**config.mk**
```make
export PLATFORM = sky130hd
export DESIGN_NAME = async_count_reader_flat
export DESIGN_NICKNAME = d
export VERILOG_FILES = /design/src/rtl/async_cnt_pkg.sv /design/src/rtl/async_count_reader_if.sv /design/src/rtl/cnt_sync_filter.sv /design/src/rtl/async_count_reader.sv /design/src/flat_wrapper.sv
export SDC_FILE = /design/constraint.sdc
export NUM_CORES = 1
export LEC_CHECK = 0
export BUFFER_PORTS_ARGS = -buffer_cell sky130_fd_sc_hd__buf_2
export CORE_MARGIN = 4
export CORE_UTILIZATION = 53
export CTS_CLUSTER_SIZE = 12
export DETAILED_ROUTE_END_ITERATION = 12
export PLACE_DENSITY_LB_ADDON = 0.3
export SLEW_MARGIN = 30
export SYNTH_ARGS = -nofsm -noshare
export SYNTH_HDL_FRONTEND = slang
export SYNTH_SLANG_ARGS = --single-unit
```
**constraint.sdc**
```tcl
create_clock -name clk -period 3.99 [get_ports clk]
set_clock_uncertainty 0.2 [all_clocks]
set_input_delay 0.798 -clock clk [delete_from_list [all_inputs] [get_ports clk]]
set_output_delay 0.798 -clock clk [all_outputs]
set_load 0.01 [all_outputs]
```
**src/rtl/async_cnt_pkg.sv**
```systemverilog
// ============================================================================
// Module : async_cnt_pkg
// Brief  : Shared FSM state type and default widths for the ripple-count reader
// Rev    : 1.0 - initial release
// ============================================================================
`default_nettype none

package async_cnt_pkg;

    localparam int c_cnt_w_def       = 4;
    localparam int c_ext_w_def       = 16;
    localparam int c_sync_stages_def = 2;

    typedef enum logic [1:0] {
        ST_IDLE    = 2'd0,
        ST_CAPTURE = 2'd1,
        ST_PRESENT = 2'd2
    } rd_state_t;

endpackage

`default_nettype wire

```
**src/rtl/async_count_reader_if.sv**
```systemverilog
// ============================================================================
// Module : async_count_reader_if
// Brief  : Counter input, control and snapshot handshake bundle
// Rev    : 1.0 - initial release
// ============================================================================
`default_nettype none

interface async_count_reader_if
    import async_cnt_pkg::*;
#(
    parameter int CNT_W = c_cnt_w_def,
    parameter int EXT_W = c_ext_w_def
);

    logic [CNT_W-1:0] cnt_in;
    logic             clr;
    logic             rd_req;
    logic             out_ready;
    logic             out_valid;
    logic [EXT_W-1:0] out_count;
    logic             overflow;
    logic             busy;

    // master: system-side consumer; slave: the reader itself
    modport master (
        output cnt_in, clr, rd_req, out_ready,
        input  out_valid, out_count, overflow, busy
    );

    modport slave (
        input  cnt_in, clr, rd_req, out_ready,
        output out_valid, out_count, overflow, busy
    );

endinterface

`default_nettype wire

```
**src/rtl/cnt_sync_filter.sv**
```systemverilog
// ============================================================================
// Module : cnt_sync_filter
// Brief  : Synchronizer chain plus two-equal-sample stability filter
// Rev    : 1.0 - initial release
// ============================================================================
`default_nettype none

module cnt_sync_filter
    import async_cnt_pkg::*;
#(
    parameter int CNT_W       = c_cnt_w_def,
    parameter int SYNC_STAGES = c_sync_stages_def
) (
    input  wire logic             clk,
    input  wire logic             reset,
    input  wire logic [CNT_W-1:0] cnt_in,
    output logic      [CNT_W-1:0] s_cur,
    output logic                  accept
);

    localparam int c_fill_max = SYNC_STAGES + 1;
    localparam int c_fill_w   = $clog2(c_fill_max + 1);

    logic [SYNC_STAGES-1:0][CNT_W-1:0] r_sync;
    logic [CNT_W-1:0]                  r_prev;
    logic [c_fill_w-1:0]               r_fill;

    // r_fill keeps reset-cleared flop contents from posing as a real stable pair
    always_ff @(posedge clk or negedge reset) begin
        if (!reset) begin
            r_sync <= '0;
            r_prev <= '0;
            r_fill <= '0;
        end else begin
            r_sync <= {r_sync[SYNC_STAGES-2:0], cnt_in};
            r_prev <= r_sync[SYNC_STAGES-1];
            if (r_fill != c_fill_w'(c_fill_max)) begin
                r_fill <= r_fill + 1'b1;
            end
        end
    end

    assign s_cur  = r_sync[SYNC_STAGES-1];
    assign accept = (r_fill == c_fill_w'(c_fill_max)) && (s_cur == r_prev);

endmodule

`default_nettype wire

```
**src/rtl/async_count_reader.sv**
```systemverilog
// ============================================================================
// Module : async_count_reader
// Brief  : Wrap-aware extension of a ripple counter with handshake snapshots
// Rev    : 1.0 - initial release
// ============================================================================
`default_nettype none

module async_count_reader
    import async_cnt_pkg::*;
#(
    parameter int CNT_W       = c_cnt_w_def,
    parameter int EXT_W       = c_ext_w_def,
    parameter int SYNC_STAGES = c_sync_stages_def
) (
    input  wire logic             clk,
    input  wire logic             reset,
    async_count_reader_if.slave   bus
);

    localparam int c_sum_w = EXT_W + 1;

    logic [CNT_W-1:0]   w_s_cur;
    logic               w_accept;
    logic [CNT_W-1:0]   w_delta;
    logic [c_sum_w-1:0] w_sum;
    logic               w_add;
    logic               w_snap;
    logic [EXT_W-1:0]   w_acc_next;

    logic [CNT_W-1:0]   r_base;
    logic               r_primed;
    logic [EXT_W-1:0]   r_acc;
    logic               r_overflow;

    rd_state_t          r_state;
    logic               r_out_valid;
    logic               r_busy;
    logic [EXT_W-1:0]   r_out_count;

    cnt_sync_filter #(
        .CNT_W       (CNT_W),
        .SYNC_STAGES (SYNC_STAGES)
    ) u_filter (
        .clk    (clk),
        .reset  (reset),
        .cnt_in (bus.cnt_in),
        .s_cur  (w_s_cur),
        .accept (w_accept)
    );

    // Modular subtraction makes a counter wrap look like an ordinary forward step
    assign w_delta = w_s_cur - r_base;

    always_comb begin
        w_sum      = {1'b0, r_acc} + c_sum_w'(w_delta);
        w_add      = w_accept && r_primed && !bus.clr;
        w_snap     = w_accept && !bus.clr;
        w_acc_next = w_add ? w_sum[EXT_W-1:0] : r_acc;
    end

    always_ff @(posedge clk or negedge reset) begin
        if (!reset) begin
            r_base     <= '0;
            r_primed   <= 1'b0;
            r_acc      <= '0;
            r_overflow <= 1'b0;
        end else if (bus.clr) begin
            r_primed   <= 1'b0;
            r_acc      <= '0;
            r_overflow <= 1'b0;
        end else if (w_accept) begin
            r_base   <= w_s_cur;
            r_primed <= 1'b1;
            if (r_primed) begin
                r_acc <= w_sum[EXT_W-1:0];
                if (w_sum[EXT_W]) begin
                    r_overflow <= 1'b1;
                end
            end
        end
    end

    // A baseline-only accept also completes a capture, so a clear mid-capture yields 0
    always_ff @(posedge clk or negedge reset) begin
        if (!reset) begin
            r_state     <= ST_IDLE;
            r_out_valid <= 1'b0;
            r_busy      <= 1'b0;
            r_out_count <= '0;
        end else begin
            case (r_state)
                ST_IDLE: begin
                    if (bus.rd_req) begin
                        r_state <= ST_CAPTURE;
                        r_busy  <= 1'b1;
                    end
                end
                ST_CAPTURE: begin
                    if (w_snap) begin
                        r_out_count <= w_acc_next;
                        r_out_valid <= 1'b1;
                        r_state     <= ST_PRESENT;
                    end
                end
                ST_PRESENT: begin
                    if (bus.out_ready) begin
                        r_out_valid <= 1'b0;
                        r_busy      <= 1'b0;
                        r_state     <= ST_IDLE;
                    end
                end
                default: begin
                    r_state     <= ST_IDLE;
                    r_out_valid <= 1'b0;
                    r_busy      <= 1'b0;
                end
            endcase
        end
    end

    assign bus.out_valid = r_out_valid;
    assign bus.out_count = r_out_count;
    assign bus.overflow  = r_overflow;
    assign bus.busy      = r_busy;

endmodule

`default_nettype wire

```
**src/flat_wrapper.sv**
```systemverilog
// flat-port wrapper written by rule: the top's interface ports become plain ports
module async_count_reader_flat import async_cnt_pkg::*;
#(
    parameter int CNT_W       = c_cnt_w_def,
    parameter int EXT_W       = c_ext_w_def,
    parameter int SYNC_STAGES = c_sync_stages_def
)
  (clk, reset, bus_cnt_in, bus_clr, bus_rd_req, bus_out_ready, bus_out_valid, bus_out_count, bus_overflow, bus_busy);
  async_count_reader_if #(.CNT_W(CNT_W), .EXT_W(EXT_W)) bus_i ();
  input  wire logic clk;
  input  wire logic reset;
  input wire logic [$bits(bus_i.cnt_in)-1:0] bus_cnt_in;
  input wire logic [$bits(bus_i.clr)-1:0] bus_clr;
  input wire logic [$bits(bus_i.rd_req)-1:0] bus_rd_req;
  input wire logic [$bits(bus_i.out_ready)-1:0] bus_out_ready;
  output wire logic [$bits(bus_i.out_valid)-1:0] bus_out_valid;
  output wire logic [$bits(bus_i.out_count)-1:0] bus_out_count;
  output wire logic [$bits(bus_i.overflow)-1:0] bus_overflow;
  output wire logic [$bits(bus_i.busy)-1:0] bus_busy;
  assign bus_i.cnt_in = bus_cnt_in;
  assign bus_i.clr = bus_clr;
  assign bus_i.rd_req = bus_rd_req;
  assign bus_i.out_ready = bus_out_ready;
  assign bus_out_valid = bus_i.out_valid;
  assign bus_out_count = bus_i.out_count;
  assign bus_overflow = bus_i.overflow;
  assign bus_busy = bus_i.busy;
  async_count_reader #(.CNT_W(CNT_W), .EXT_W(EXT_W), .SYNC_STAGES(SYNC_STAGES)) u_core (.clk(clk), .reset(reset), .bus(bus_i));
endmodule
```
# Word-level counts from Yosys, hierarchy flattened
# Cells that the tools add are included.
classes:
  add_sub_neg: 3
  multipliers: 0
  n_div: 0
  n_lt_le_gt_ge: 0
  n_eq_ne: 8
  n_shift: 0
  muxes: 19
  bitwise: 3
  n_reduce_logical: 16
ops:
  columns: ["cell", "n"]
  rows:
  - ["16-bit 2-to-1 mux", 4]
  - ["16-bit by 4-bit adder with 17-bit output", 1]
  - ["3-bit AND reduction", 4]
  - ["1-bit 2-to-1 mux", 9]
  - ["2-bit 2-to-1 mux", 3]
  - ["2-bit != test, second input constant", 3]
  - ["1-bit one-hot mux with 3 select lines", 2]
  - ["2-bit one-hot mux with 3 select lines", 1]
  - ["2-bit AND reduction", 3]
  - ["2-bit nonzero test", 3]
  - ["2-bit equality test, second input constant", 2]
  - ["4-bit equality test", 1]
  - ["1-bit logical AND", 4]
  - ["4-bit subtractor", 1]
  - ["1-bit inverter", 3]
  - ["2-bit by 1-bit adder with 2-bit output, second input constant", 1]
  - ["2-bit by 1-bit equality test with 1-bit output, second input constant", 1]
  - ["2-bit zero test", 1]
  - ["2-bit by 1-bit != test with 1-bit output, second input constant", 1]
  - ["1-bit zero test", 1]
totals:
  reg_bits: 56
  latchBits: 0
  ram_bits: 0
  romBits: 0
  input_bits: 9
  mem_count: 0

# Longest topological paths before layout
logic_depth:
  ltp_word: 6
  ltp_mapped: 13
  depth_no_buf: 13

# Hierarchy
# A second synthesis with hierarchy kept.
unflattened:
  cells_unflattened: 265
  hier_area_um2: 2723.9
by_module_without_submodules:
  columns: ["mod", "instances", "cells_per_inst", "area_per_inst_um2", "seq_area_each_um2"]
  rows:
  - ["async_count_reader", 1, 235, 2245.9, 1051.0]
  - ["cnt_sync_filter", 1, 30, 478.0, 350.3]

# Worst setup path before layout
# No wires, ideal clock.
synth_path:
  path_kind: "reg2reg"
  from: "reg u_core.u_filter.r_sync, in the netlist u_core.u_filter.s_cur[0]"
  to: "reg u_core.r_out_count[13], in the netlist u_core.bus.out_count[13]"
  t_arrival_ps: 2585
  required_time_ps: 3715
  setup_slack_ps: 1130
  stages_incl_launch_ff: 13
  n_path_buf: 0
  synth_period_minus_slack_ps: 2860
  cell_sequence: "dfrtp_1 > inv_1 > ha_1 > inv_1 > fa_1 > xor2_1 > ha_1 > o21ai_0 > o21ba_2 > nor3_1 > nor3b_1 > o22ai_1 > o21ai_2"
synth_between:
  elab_chain_len: 5
  elab_cells_between_ends: 9
  classes_between: "add/sub: 2; eq/ne: 1; mux: 1; reduce/logical: 5"
synth_lines:
  columns: ["element", "line", "source"]
  rows:
  - ["start: declaration", "cnt_sync_filter.sv:24", "logic [SYNC_STAGES-1:0][CNT_W-1:0] r_sync;"]
  - ["start signal: assignment", "cnt_sync_filter.sv:35", "r_sync <= {r_sync[SYNC_STAGES-2:0], cnt_in};"]
  - ["parallel branches: the longest is 5 deep, another holds 16-bit by 4-bit adder with 17-bit output", null, null]
  - ["end signal: assignment", "async_count_reader.sv:100", "r_out_count <= w_acc_next;"]
  - ["end: declaration", "async_count_reader.sv:38", "logic [EXT_W-1:0] r_out_count;"]
# Several ways; the timed one is not identified.
# A chain may end at the register's enable or synchronous reset.

# Worst setup path after layout
# Same ends and word-level chain as after synthesis.

==> run metrics <==
R2R depth 12; # resized after CTS 0; Synth Area in Compound Gates approximately a tenth; total CTS buffers 5; P&R area growth vs syn 10.7%; Initial Util a little under three fifths; fin. max-slew vios 0; clk root buf clkbuf_8; grt ovf 0; Post-Synth XOR/XNOR Area 9.24%; Switch Pwr between 300 and 400 µW; Filler cells 413; outcome finished, final reports clean; GPL Wtd Cong just over 0.8; Reg power frac between 50% and 60%; main combinational cell family by area after synthesis simple AND/OR/NAND/NOR gates; post-synth top area share 51.7%; max_cap viols 0; Netlist cell types 46; Leakage between 0.001 and 0.0015 µW; # Post-CTS Setup Buffers 0; core box area 4850 µm²; Synth top cells by count 56 x dfrtp_1, 40 x nand2_1, 26 x nor2_1; first-pass GRT wire length slightly below 9000 µm; Gate Count Post-Synth 261; Worst-path clk slew ~0.1 ns; setup TNS 0 ns; CTS sink cnt between 50 and 60; Clock Path Buffers 2; setup violators final 0; layout cell share with drive strength beyond 1 17.7%; fin crit period around 3.3 ns; final WL ~5000 µm; Crit Path Max Fanout 4; combinational fraction of design power a little over a fifth; VDD IR max ~0.20 mV; Top Ports 28; Main synth FF type dfrtp_1; Routed wire per std cell 14.1 µm; CTS tree yes; Remaining DRCs 0; initial antenna violation count 0; power per cell area 432 nW/µm²; register bit total from synthesis between 50 and 60; fmax between 300 and 400 MHz; fin crit share 82.6%; I/O Buffers 27; Iteration-0 DRC Markers 148; Final Hold Fails 0; Inserted Diodes 0; post-synthesis sequential area ratio between 50 and 60%; Synth Cell Area between 2000 and 3000 µm²; die width 79.5 µm; kind of critical path flip-flop to flip-flop; die footprint 6320 µm²; final cell count without fillers 355; via/cell ratio ~5.4; dpl cells between 300 and 400; largest cells by area after synthesis dfrtp_1 52%, nand2_1 5.5%, xor2_1 4.8%; Req. time, crit path 4.03 ns; Internal roughly 930 µW; YS warnings 0; Synth Area in Simple Gates 18.0%; RSZ-0062 raised after global routing no; slew margin rel. 33.7%; Routed Antenna Nets 0; crit path capture type flip-flop; Worst Hold Class flip-flop to flip-flop; vias in the first global route ~1900; hpwl dp approximately 3500 µm; largest net degree at the start of global routing 47; Worst Path Arrival 3.33 ns; EDFF count, synth 0; FP Rows 25; Post-Synth Adder-Cell Area 5.17%; CTS Hold Bufs 0; drt pass-1 iters 4; Sw Share approximately 28%; Critical Path Start Type flip-flop; asr flop ratio synth 100%; Clock Latency Late Sink between 0.3 and 0.4 ns; syn nets 280; clock network power share 28.1%; Synth area leader dfrtp_1; H-tree levels 2; Slew @ Worst Pin ~1 ns; nets 306; most common cell in the netlist dfrtp_1; hold depth 0; die height just under 80 µm; mux cell area share after synthesis 2.40%; via count about 1900; overall global routing resource usage between 15 and 20%; average instance area after synthesis roughly 10 µm²
## registers in the layout, summed over array words and instances, names as in the netlist
register,flops
u_core.bus.out_count,16
u_core.r_acc,16
u_core.r_base,4
u_core.u_filter.r_prev,4
u_core.u_filter.r_sync,4
u_core.u_filter.s_cur,4
u_core.r_state,2
u_core.u_filter.r_fill,2
u_core.bus.busy,1
u_core.bus.out_valid,1
u_core.bus.overflow,1
u_core.r_primed,1
## per-stage QoR
stage	area (µm²)	power, µW	hold slack (ns)	setup slack (ns)	utilization, %
after floorplan	2710	851	0.131	1.13	-
after global placement	2890	928	0.133	0.986	59.6
after detailed placement	2890	944	0.136	0.860	59.6
after CTS	3000	1310	0.160	0.737	61.8
after global routing	3000	1370	0.164	0.514	61.8
final	3000	1300	0.158	0.694	61.8
## routing by layer
metal	GRT usage (%)	routed length [µm]	vias to the layer above	share of wire, %
met3	4.18	255	4	5.1
met1	22.8	2260	921	45
met5	0	0	-	0
met2	29.5	2450	44	49
met4	4.47	42	0	0.84
li1	-	-	939	-
## power by group through the flow
stage | clock (µW) | combinational [µW] | sequential, µW
2_1_floorplan | 0 | 170 | 681
3_3_place_gp | 0 | 263 | 665
3_5_place_dp | 0 | 274 | 670
4_1_cts | 371 | 277 | 658
5_1_grt | 395 | 312 | 665
6_report | 364 | 274 | 657
## cell usage in the layout (no fill, tap or decap), types with 2 or more instances in the layout
cell,Yosys,layout
xnor2_1,8,8
xnor2_2,3,3
nor2_1,26,26
mux2i_1,2,2
clkbuf_8,0,5
and3_1,6,6
a21oi_1,8,8
fa_1,2,2
a211oi_1,2,2
ha_1,8,8
a31oi_1,4,4
nand4_1,4,4
o211ai_1,2,2
o21ai_1,10,10
nand3_1,9,9
nor3_1,2,2
nor3_4,2,2
dfrtp_1,56,56
mux2_2,4,4
xor2_1,15,15
buf_4,1,2
inv_1,9,9
o21bai_1,2,2
o21ai_0,8,8
nor3b_1,2,2
nand2_1,40,40
buf_2,2,26
## final timing paths
check                                          start                        end  slack (ns)
min in group asynchronous                      reset   u_core.bus.out_count[10]        0.28
setup reg to reg            u_core.u_filter.s_cur[0]   u_core.bus.out_count[13]        0.69
hold reg to reg            u_core.u_filter.r_sync[1]   u_core.u_filter.s_cur[1]        0.16
setup / recovery            u_core.u_filter.s_cur[0]   u_core.bus.out_count[13]        0.69
max in group asynchronous                      reset  u_core.u_filter.r_sync[3]        2.74
hold / removal             u_core.u_filter.r_sync[1]   u_core.u_filter.s_cur[1]        0.16
## final cells by class
class                   instances  area (µm²)  area share (%)
well taps                      67        83.8            2.80
clock buffers                   6        72.6            2.42
multi-input cells             187        1230            40.9
repair buffers                 28         145            4.84
flip-flops and latches         56        1400            46.7
clock inverters                 2        35.0            1.17
inverters                       9        33.8            1.13
## worst max-delay path: stages, from the launching register on
cell and delay, ns:
dfrtp_1 0.44, inv_1 0.08, ha_1 0.13, inv_1 0.05
fa_1 0.37, xor2_1 0.16, ha_1 0.36, o21ai_0 0.19
o21ba_2 0.28, nor3_1 0.37, nor3b_1 0.33, o22ai_1 0.14
o21ai_2 0.11
## cell families after synthesis
kind of cell | count (synthesis)
AOI/OAI and AO/OA | 46
DFF | 56
and+or+nand+nor | 99
buffers and inverters | 18
xor gates and xnor gates | 26
muxes | 6
adders and majority gates | 10
No activity file was read; power rests on OpenSTA's default activity.
